### config.mk
export PLATFORM = sky130hd
export DESIGN_NAME = haze_frame_streamer
export DESIGN_NICKNAME = d
export VERILOG_FILES = /design/src/rtl/haze_frame_streamer.sv
export SDC_FILE = /design/constraint.sdc
export NUM_CORES = 1
export LEC_CHECK = 0
export ABC_AREA = 1
export CORE_MARGIN = 10
export CORE_UTILIZATION = 45
export DETAILED_ROUTE_END_ITERATION = 8
export PLACE_DENSITY = 0.75
export SLEW_MARGIN = 10
export SYNTH_ARGS = -nofsm -noshare
export SYNTH_HDL_FRONTEND = slang
export SYNTH_SLANG_ARGS = --single-unit
### constraint.sdc
create_clock -name ACLK -period 4.4 [get_ports ACLK]
set_input_delay 0.44 -clock ACLK [delete_from_list [all_inputs] [get_ports ACLK]]
set_output_delay 0.44 -clock ACLK [all_outputs]
set_load 0.01 [all_outputs]
### src/rtl/haze_frame_streamer.sv
// Streams a frame twice from frame memory onto AXI4-Stream: pass 1 with the core disabled,
// then (after ALE completes and a fixed gap) pass 2 with the core enabled.
module haze_frame_streamer #(
  parameter int IMG_WIDTH  = 512,
  parameter int IMG_HEIGHT = 512,
  parameter int ADDR_W     = 18,
  parameter int GAP_CYCLES = 4
) (
  input  logic              ACLK,
  input  logic              ARESET,
  input  logic              start,
  input  logic              ale_done,
  output logic [ADDR_W-1:0] mem_addr,
  output logic              mem_rd,
  input  logic [23:0]       mem_rdata,
  output logic [31:0]       M_AXIS_TDATA,
  output logic              M_AXIS_TVALID,
  output logic              M_AXIS_TLAST,
  input  logic              M_AXIS_TREADY,
  output logic              enable,
  output logic              busy,
  output logic              done
);

  localparam logic [ADDR_W:0] N_PIX     = (ADDR_W+1)'(IMG_WIDTH * IMG_HEIGHT);
  localparam logic [ADDR_W:0] LAST_ADDR = N_PIX - (ADDR_W+1)'(1);
  localparam logic [15:0]     GAP_LAST  = 16'(GAP_CYCLES - 1);

  typedef enum logic [2:0] {IDLE, PASS1, WAIT_ALE, GAP, PASS2, DONE} state_t;

  state_t          state;
  logic [15:0]     gap_cnt;
  logic [ADDR_W:0] rd_cnt;        // one bit wider so it can reach N without wrapping
  logic            rd_pend;
  logic            rd_pend_last;

  // Prefetch FIFO entries carry {last, rgb}; the output register sits behind it.
  logic [24:0]     fifo_mem [2];
  logic            rd_ptr;
  logic            wr_ptr;
  logic [1:0]      fifo_cnt;
  logic [23:0]     out_data;
  logic            out_valid;
  logic            out_last;

  logic            in_pass;
  logic            xfer;
  logic            out_free;
  logic            pop;
  logic            push;
  logic [1:0]      occupancy;

  assign in_pass   = (state == PASS1) || (state == PASS2);
  assign occupancy = fifo_cnt + {1'b0, rd_pend};
  assign mem_rd    = in_pass && (rd_cnt < N_PIX) && (occupancy < 2'd2);
  assign mem_addr  = rd_cnt[ADDR_W-1:0];

  assign xfer      = out_valid && M_AXIS_TREADY;
  assign out_free  = !out_valid || M_AXIS_TREADY;
  assign pop       = out_free && (fifo_cnt != 2'd0);
  // Returning data bypasses the FIFO when it is empty and the output can take it.
  assign push      = rd_pend && !(out_free && (fifo_cnt == 2'd0));

  assign M_AXIS_TDATA  = {8'h00, out_data};
  assign M_AXIS_TVALID = out_valid;
  assign M_AXIS_TLAST  = out_last;

  // NOTE: storage arrays are not reset; fifo_cnt alone decides which entries are valid.
  always_ff @(posedge ACLK) begin
    if (push) fifo_mem[wr_ptr] <= {rd_pend_last, mem_rdata};
  end

  // NOTE: all sequential state uses non-blocking assignments so every flop sees pre-edge values.
  always_ff @(posedge ACLK) begin
    if (ARESET) begin
      state        <= IDLE;
      gap_cnt      <= '0;
      rd_cnt       <= '0;
      rd_pend      <= 1'b0;
      rd_pend_last <= 1'b0;
      rd_ptr       <= 1'b0;
      wr_ptr       <= 1'b0;
      fifo_cnt     <= '0;
      out_data     <= '0;
      out_valid    <= 1'b0;
      out_last     <= 1'b0;
      enable       <= 1'b0;
      busy         <= 1'b0;
      done         <= 1'b0;
    end else begin
      if (mem_rd)       rd_cnt <= rd_cnt + (ADDR_W+1)'(1);
      else if (!in_pass) rd_cnt <= '0;
      rd_pend      <= mem_rd;
      rd_pend_last <= mem_rd && (rd_cnt == LAST_ADDR);

      if (push) wr_ptr <= ~wr_ptr;
      if (pop)  rd_ptr <= ~rd_ptr;
      fifo_cnt <= fifo_cnt + {1'b0, push} - {1'b0, pop};

      if (out_free) begin
        if (pop) begin
          {out_last, out_data} <= fifo_mem[rd_ptr];
          out_valid            <= 1'b1;
        end else if (rd_pend) begin
          out_data  <= mem_rdata;
          out_last  <= rd_pend_last;
          out_valid <= 1'b1;
        end else begin
          out_valid <= 1'b0;
          out_last  <= 1'b0;
        end
      end

      case (state)
        IDLE: begin
          if (start) begin
            state <= PASS1;
            busy  <= 1'b1;
          end
        end
        PASS1: begin
          if (xfer && out_last) state <= WAIT_ALE;
        end
        WAIT_ALE: begin
          if (ale_done) begin
            state   <= GAP;
            enable  <= 1'b1;
            gap_cnt <= '0;
          end
        end
        GAP: begin
          gap_cnt <= gap_cnt + 16'd1;
          if (gap_cnt == GAP_LAST) state <= PASS2;
        end
        PASS2: begin
          if (xfer && out_last) begin
            state <= DONE;
            done  <= 1'b1;
          end
        end
        DONE: begin
          state  <= IDLE;
          done   <= 1'b0;
          enable <= 1'b0;
          busy   <= 1'b0;
        end
        default: state <= IDLE;
      endcase
    end
  end

endmodule
Word-level counts from Yosys, hierarchy flattened
Memory sizes are Yosys's and may differ from the RTL's. A register that Yosys moved wholly into a read port is not among the register bits.
Index checks and enable logic that the tools add are counted.

storage, ports and cells
  bits of input ports = 29
  bits in latches = 0
  memories = 1
  memory bits (read-only) = 0
  word-level logic and storage cells = 89
  bits in writable memories = 50
  output and inout port bits = 56
  bits in registers = 73

operators by class
  shift-type cells = 0
  magnitude comparators = 2
  add/subtract/negate cells = 5
  multipliers = 0
  reductions and logical operators = 26
  eq/ne operators = 13
  mux-type cells = 26
  bitwise logic cells = 2
  divide/modulo/power cells = 0

memories
  memory    words  width  read ports  clocked after Yosys merged registers in  write ports  RTL line  RTL
  fifo_mem  2      25     1           1                                        1            38        logic [24:0] fifo_mem [2];

operators with widths
  operator                                                                 count
  24-bit two-way mux                                                       2
  19-bit two-way mux                                                       2
  16-bit one-hot mux with 2 select lines                                   1
  19-bit by 1-bit adder with 19-bit output, second input constant          1
  19-bit by 18-bit == test with 1-bit output, second input constant        1
  19-bit < comparator, second input constant                               1
  16-bit by 1-bit adder with 16-bit output, second input constant          1
  16-bit by 2-bit == test with 1-bit output, second input constant         1
  16-bit two-way mux                                                       1
  3-bit two-way mux                                                        5
  3-bit one-hot mux with 5 select lines                                    1
  2-bit nonzero test                                                       6
  1-bit two-way mux                                                        11
  2-bit AND reduction                                                      5
  1-bit logical AND                                                        8
  2-bit inequality test, second input constant                             4
  3-bit by 2-bit == test with 1-bit output, second input constant          2
  3-bit == test, second input constant                                     2
  1-bit one-hot mux with 2 select lines                                    3
  5-bit AND reduction                                                      1
  2-bit by 1-bit adder with 2-bit output                                   2
  2-bit by 1-bit inequality test with 1-bit output, second input constant  2
  3-bit by 1-bit == test with 1-bit output, second input constant          1
  3-bit logical NOT                                                        1
  other kinds (6)                                                          9

Logic depth before layout (Yosys ltp)
  depth in word-level cells = 7
  depth in mapped cells = 11
  depth with buffers taken out = 11

Least setup slack after synthesis
No wires, ideal clock.

  kind = input-to-reg
  start point = in M_AXIS_TREADY
  end point = mem fifo_mem[1][0], enable pin
  buffers on the path = 0
  stages on the path = 5
  path slack = 1.981 ns
  required time = 3.992 ns
  data arrival time = 2.010 ns
  setup time = 0.408 ns
  path through = nor2_1 -> inv_1 -> nand2_1 -> nand2_1 -> nor2_1

on the way
  longest elaborated chain between the ends = 6

RTL lines
  what                                     RTL line  RTL
  start: declaration                       19        input logic M_AXIS_TREADY,
  1-bit logical OR                         59        assign out_free = !out_valid || M_AXIS_TREADY;
  1-bit logical AND                        62        assign push = rd_pend && !(out_free && (fifo_cnt == 2'd0));
  1-bit logical NOT                        62
  1-bit logical AND                        62
  1-bit two-way mux                        70        if (push) fifo_mem[wr_ptr] <= {rd_pend_last, mem_rdata};
  1-bit two-way mux (not written as such)  70
  end: declaration                         38

Every way passes these cells.

Worst setup path after layout
  start point = reg state[1]
  end point = out mem_rd

on the way
  longest elaborated chain between the ends = 4
  elaborated cells between the ends (all ways) = 5
  classes of those cells = eq/ne (2); reduce/logical (3)

RTL lines
  what                                                                              RTL line  RTL
  start: declaration                                                                31        state_t state;
  start signal: assignment                                                          76        state <= IDLE;
  start signal: assignment                                                          117       state <= PASS1;
  start signal: assignment                                                          122       if (xfer && out_last) state <= WAIT_ALE;
  3-bit by 1-bit == test with 1-bit output / 3-bit == test (equally long branches)  53        assign in_pass = (state == PASS1) || (state == PASS2);
  1-bit logical OR (*)                                                              53
  1-bit logical AND (*) (2 in series)                                               55        assign mem_rd = in_pass && (rd_cnt < N_PIX) && (occupancy < 2'd2);
  end: declaration                                                                  14        output logic mem_rd,

Every way passes the cells marked *; elsewhere a longest branch is shown, timed or not.

==> key figures <==
Synthesis
  – Top cells by area in the synthesized netlist: sky130_fd_sc_hd__edfxtp_1 26%, sky130_fd_sc_hd__dfxtp_1 26%, sky130_fd_sc_hd__nand2_1 8.7%
  – Post-synthesis sequential area ratio: 51.52%
  – Syn_area_per_cell: 8.539 um^2
  – Share of Yosys cell area claimed by the top area cell type: 25.93%
  – Number of warnings reported in the yosys synthesis log: 0
  – Share of flip-flops with an asynchronous set or reset after synthesis: 0%
  – Cell count after synthesis: 678
  – Most frequently used flop master after synthesis: sky130_fd_sc_hd__dfxtp_1
  – Count of unique library cells instantiated by Yosys: 41
  – Commonest cells in the synthesized netlist: 134 x sky130_fd_sc_hd__nand2_1, 74 x sky130_fd_sc_hd__dfxtp_1, 67 x sky130_fd_sc_hd__inv_1
  – Biggest area consumer among synthesized cells: sky130_fd_sc_hd__edfxtp_1
  – Count of flip-flops with a built-in enable after synthesis: 50
  – Most instantiated library cell after synthesis: sky130_fd_sc_hd__nand2_1
  – Post-synth design cell area: 0.005789 mm^2
  – #FFs+latches synth: 124

Timing
  – Shortest period the worst path allows: 2.777 ns
  – Final hold viol count: 0
  – RSZ-0062 raised after global routing: false
  – Count of final max-slew check failures: 0
  – Fmax: 360.1 MHz
  – Final critical-path share of the clock period: 63.11%
  – Worst Clk Skew: 0.008419 ns
  – Slew HR: 29.92%
  – Final total negative setup slack: 0 ns
  – Total of endpoints with negative setup slack in the final report: 0
  – Slew at the pin closest to its max-slew limit: 1.049 ns

Global routing
  – Number of global-route vias before repair: 4579
  – Antenna violations before repair: 0
  – Maximum number of pins on one net before global-route repair: 43
  – Global route total overflow: 0
  – Global routing usage summed across all routing layers: 15.70%
  – Global-route wire length before repair: 23.20 mm

Outcome
  – Outcome: completed

Clocking
  – Worst skew pair latency: 0.42 ns
  – Count of clock tree sinks: 124
  – Number of gates resized after cts: 0
  – # hold bufs at CTS: 0
  – Clock Path Buffers: 2
  – CTS H-tree depth: 4
  – Post CTS Setup Buffer Count: 0
  – Master cell of the clock root buffer: sky130_fd_sc_hd__clkbuf_16
  – CTS tree: yes
  – TritonCTS Buffers: 17
  – Clock transition at the registers of the reported paths: 0.06 ns

Min path
  – Endpoint of the worst hold-timing path: rd_ptr
  – Hold path depth: 1
  – Min-delay src: rd_ptr
  – Class of the tightest hold or removal check: reg2reg

Critical path
  – Kind of end point of the critical path: primary output
  – Reg-to-reg critical path startpoint: fifo_cnt[0]
  – Worst stage delay on the critical path: 0.61 ns
  – Worst path most repeated cell: sky130_fd_sc_hd__nand2_4
  – Data arrival time of the worst path: 2.34 ns
  – Internal reg-to-reg setup slack: 2.16 ns
  – Critical path startpoint category: flop
  – Sequence of cells on the critical path: inv_1 > nand3_2 > nand2_4 > nand2_4 > nor2_8 > clkdlybuf4s50_1
  – Cell with the biggest individual delay on the critical path: sky130_fd_sc_hd__clkdlybuf4s50_1
  – Highest fanout seen on the critical path: 23
  – Class of the most critical setup path: reg2out
  – Worst reg2reg path depth: 8
  – Worst reg2reg endpoint: out_data[10]
  – CP required: 3.96 ns

Pwr
  – Fraction of power consumed by the clock network: 33.6%
  – Design internal power: 2840 uW
  – Lkg Pwr: 0.002671 uW
  – Fraction of power spent switching nets: 35.09%
  – Sequential fraction of design power: 34.2%
  – PD cells: 612.9 mW/mm^2
  – Maximum ir drop on the vdd rail: 0.0003316 V
  – Overall power consumption: 4375 uW
  – Net switching power of the design: 1535 uW
  – Logic gate share of total power: 32.2%

Floorplan
  – Placeable core region: 0.01262 mm^2
  – Die width: 133.4 um
  – Die Outline Area: 0.01780 mm^2
  – Std cell rows: 41
  – Vertical die dimension: 133.4 um
  – Num ports: 85
  – Initial core utilization: 45.88%

Final layout
  – Layout net count: 765
  – Layout cell share with drive strength beyond 1: 10.47%
  – N_diodes: 0
  – Relative area change from synthesis to final layout: 23.30%

Route
  – 1st-pass router iterations: 5
  – DRC errors left: 0
  – Routed len/inst: 15.31 um
  – Detailed-route via count: 4750
  – Post-DRT Antenna Nets: 0
  – Violation count after the first detailed-route iteration: 423
  – Final wirelength: 14.04 mm
  – Vias per cell: 5.180

Flow run
  – Max-cap violation count: 0

Placement
  – RePlAce Congestion: 0.9088
  – HPWL after detailed placement: 9.437 mm
  – Port bufs: 76
per-layer routing:
metal	vias to the layer above	track usage, %	part of all wire, %
met5	-	0	0
met4	0	6.348	1.7
met3	22	4.774	6.0
met2	142	25.00	48
met1	2229	19.40	45
li1	2357	-	-
cells in the final DEF (no fill, tap or decap), drive strengths merged, types with 2 or more instances in the layout:
| cell type | count |
|---|---|
| or2 | 21 |
| nor3 | 9 |
| bufinv | 4 |
| nand4 | 10 |
| clkinv | 4 |
| clkinvlp | 6 |
| and3 | 4 |
| inv | 71 |
| buf | 5 |
| a21oi | 43 |
| xor2 | 2 |
| nand2 | 137 |
| a31oi | 4 |
| clkbuf | 18 |
| o211ai | 42 |
| nor2 | 61 |
| clkdlybuf4s50 | 76 |
| dfxtp | 74 |
| o21ai | 27 |
| conb | 8 |
| nand3 | 58 |
| ha | 4 |
| edfxtp | 50 |
cells by family (layout without fill, tap and decap cells):
group / Yosys count / count (layout) / synth area share [%]
other: 1 / 8 / 0.06477
adders and majority gates: 4 / 4 / 0.8645
xor gates and xnor gates: 3 / 3 / 0.4539
and+or+nand+nor: 301 / 301 / 24.01
AOI/OAI and AO/OA: 121 / 121 / 12.64
DFF: 124 / 124 / 51.52
buffers and inverters: 124 / 184 / 10.44
critical path: cells and delay by family (launching register included):
| family | cells | cell delay, ns |
|---|---|---|
| buf+inv | 2 | 0.77 |
| simple gates | 4 | 0.80 |
| flops | 1 | 0.34 |
per-stage QoR:
stage               util (%)  cells  area (um^2)  hold slack [ns]  setup WS [ns]
finish                 56.56    917         7138           0.4859          1.623
global route           56.56    917         7138           0.5125          1.538
CTS                    56.56    917         7138           0.4781          1.633
detailed placement     51.61    885         6513           0.4637          1.477
global placement       51.61    885         6513           0.4381          1.593
floorplan                  -    685         5816           0.4257          1.981
power groups by stage:
stage / combinational, uW / clock (uW) / sequential [uW]
floorplan: 957 / 0 / 1520
global placement: 1360 / 0 / 1510
detailed placement: 1410 / 0 / 1510
CTS: 1420 / 1480 / 1500
global route: 1560 / 1530 / 1520
finish: 1410 / 1470 / 1500
worst max-delay path by stage:
| stage | start | end | slack, ns | cells past startpoint |
|---|---|---|---|---|
| 5_1_grt | state[0] | mem_rd | 1.54 | 6 |
| 3_5_place_dp | ARESET | out_data[0] | 1.48 | 5 |
| 2_1_floorplan | M_AXIS_TREADY | fifo_mem[1][0] | 1.98 | 5 |
| 4_1_cts | state[1] | mem_rd | 1.63 | 6 |
| 6_report | state[1] | mem_rd | 1.62 | 6 |
| 3_3_place_gp | ARESET | out_data[13] | 1.59 | 5 |
area by class of cell:
| cell class | instances | area (um^2) |
|---|---|---|
| clock buffer | 18 | 429.2 |
| multi-input combinational | 437 | 2247 |
| tap | 172 | 215.2 |
| timing repair buffer | 81 | 798.3 |
| fill | 1117 | 5482 |
| sequential | 124 | 2983 |
| clock inverter | 14 | 196.4 |
| inverter | 71 | 269.0 |
registers in the layout (all words and copies together), names as in the netlist, named ones only:
| name | flops |
|---|---|
| rd_pend | 1 |
| wr_ptr | 1 |
| done | 1 |
| out_data | 24 |
| gap_cnt | 16 |
| M_AXIS_TLAST | 1 |
| fifo_cnt | 2 |
| rd_pend_last | 1 |
| rd_cnt | 19 |
| enable | 1 |
| rd_ptr | 1 |
| fifo_mem | 50 |
| state | 3 |
| M_AXIS_TVALID | 1 |
| busy | 1 |
Note: power is estimated with default switching activity, not from simulation.
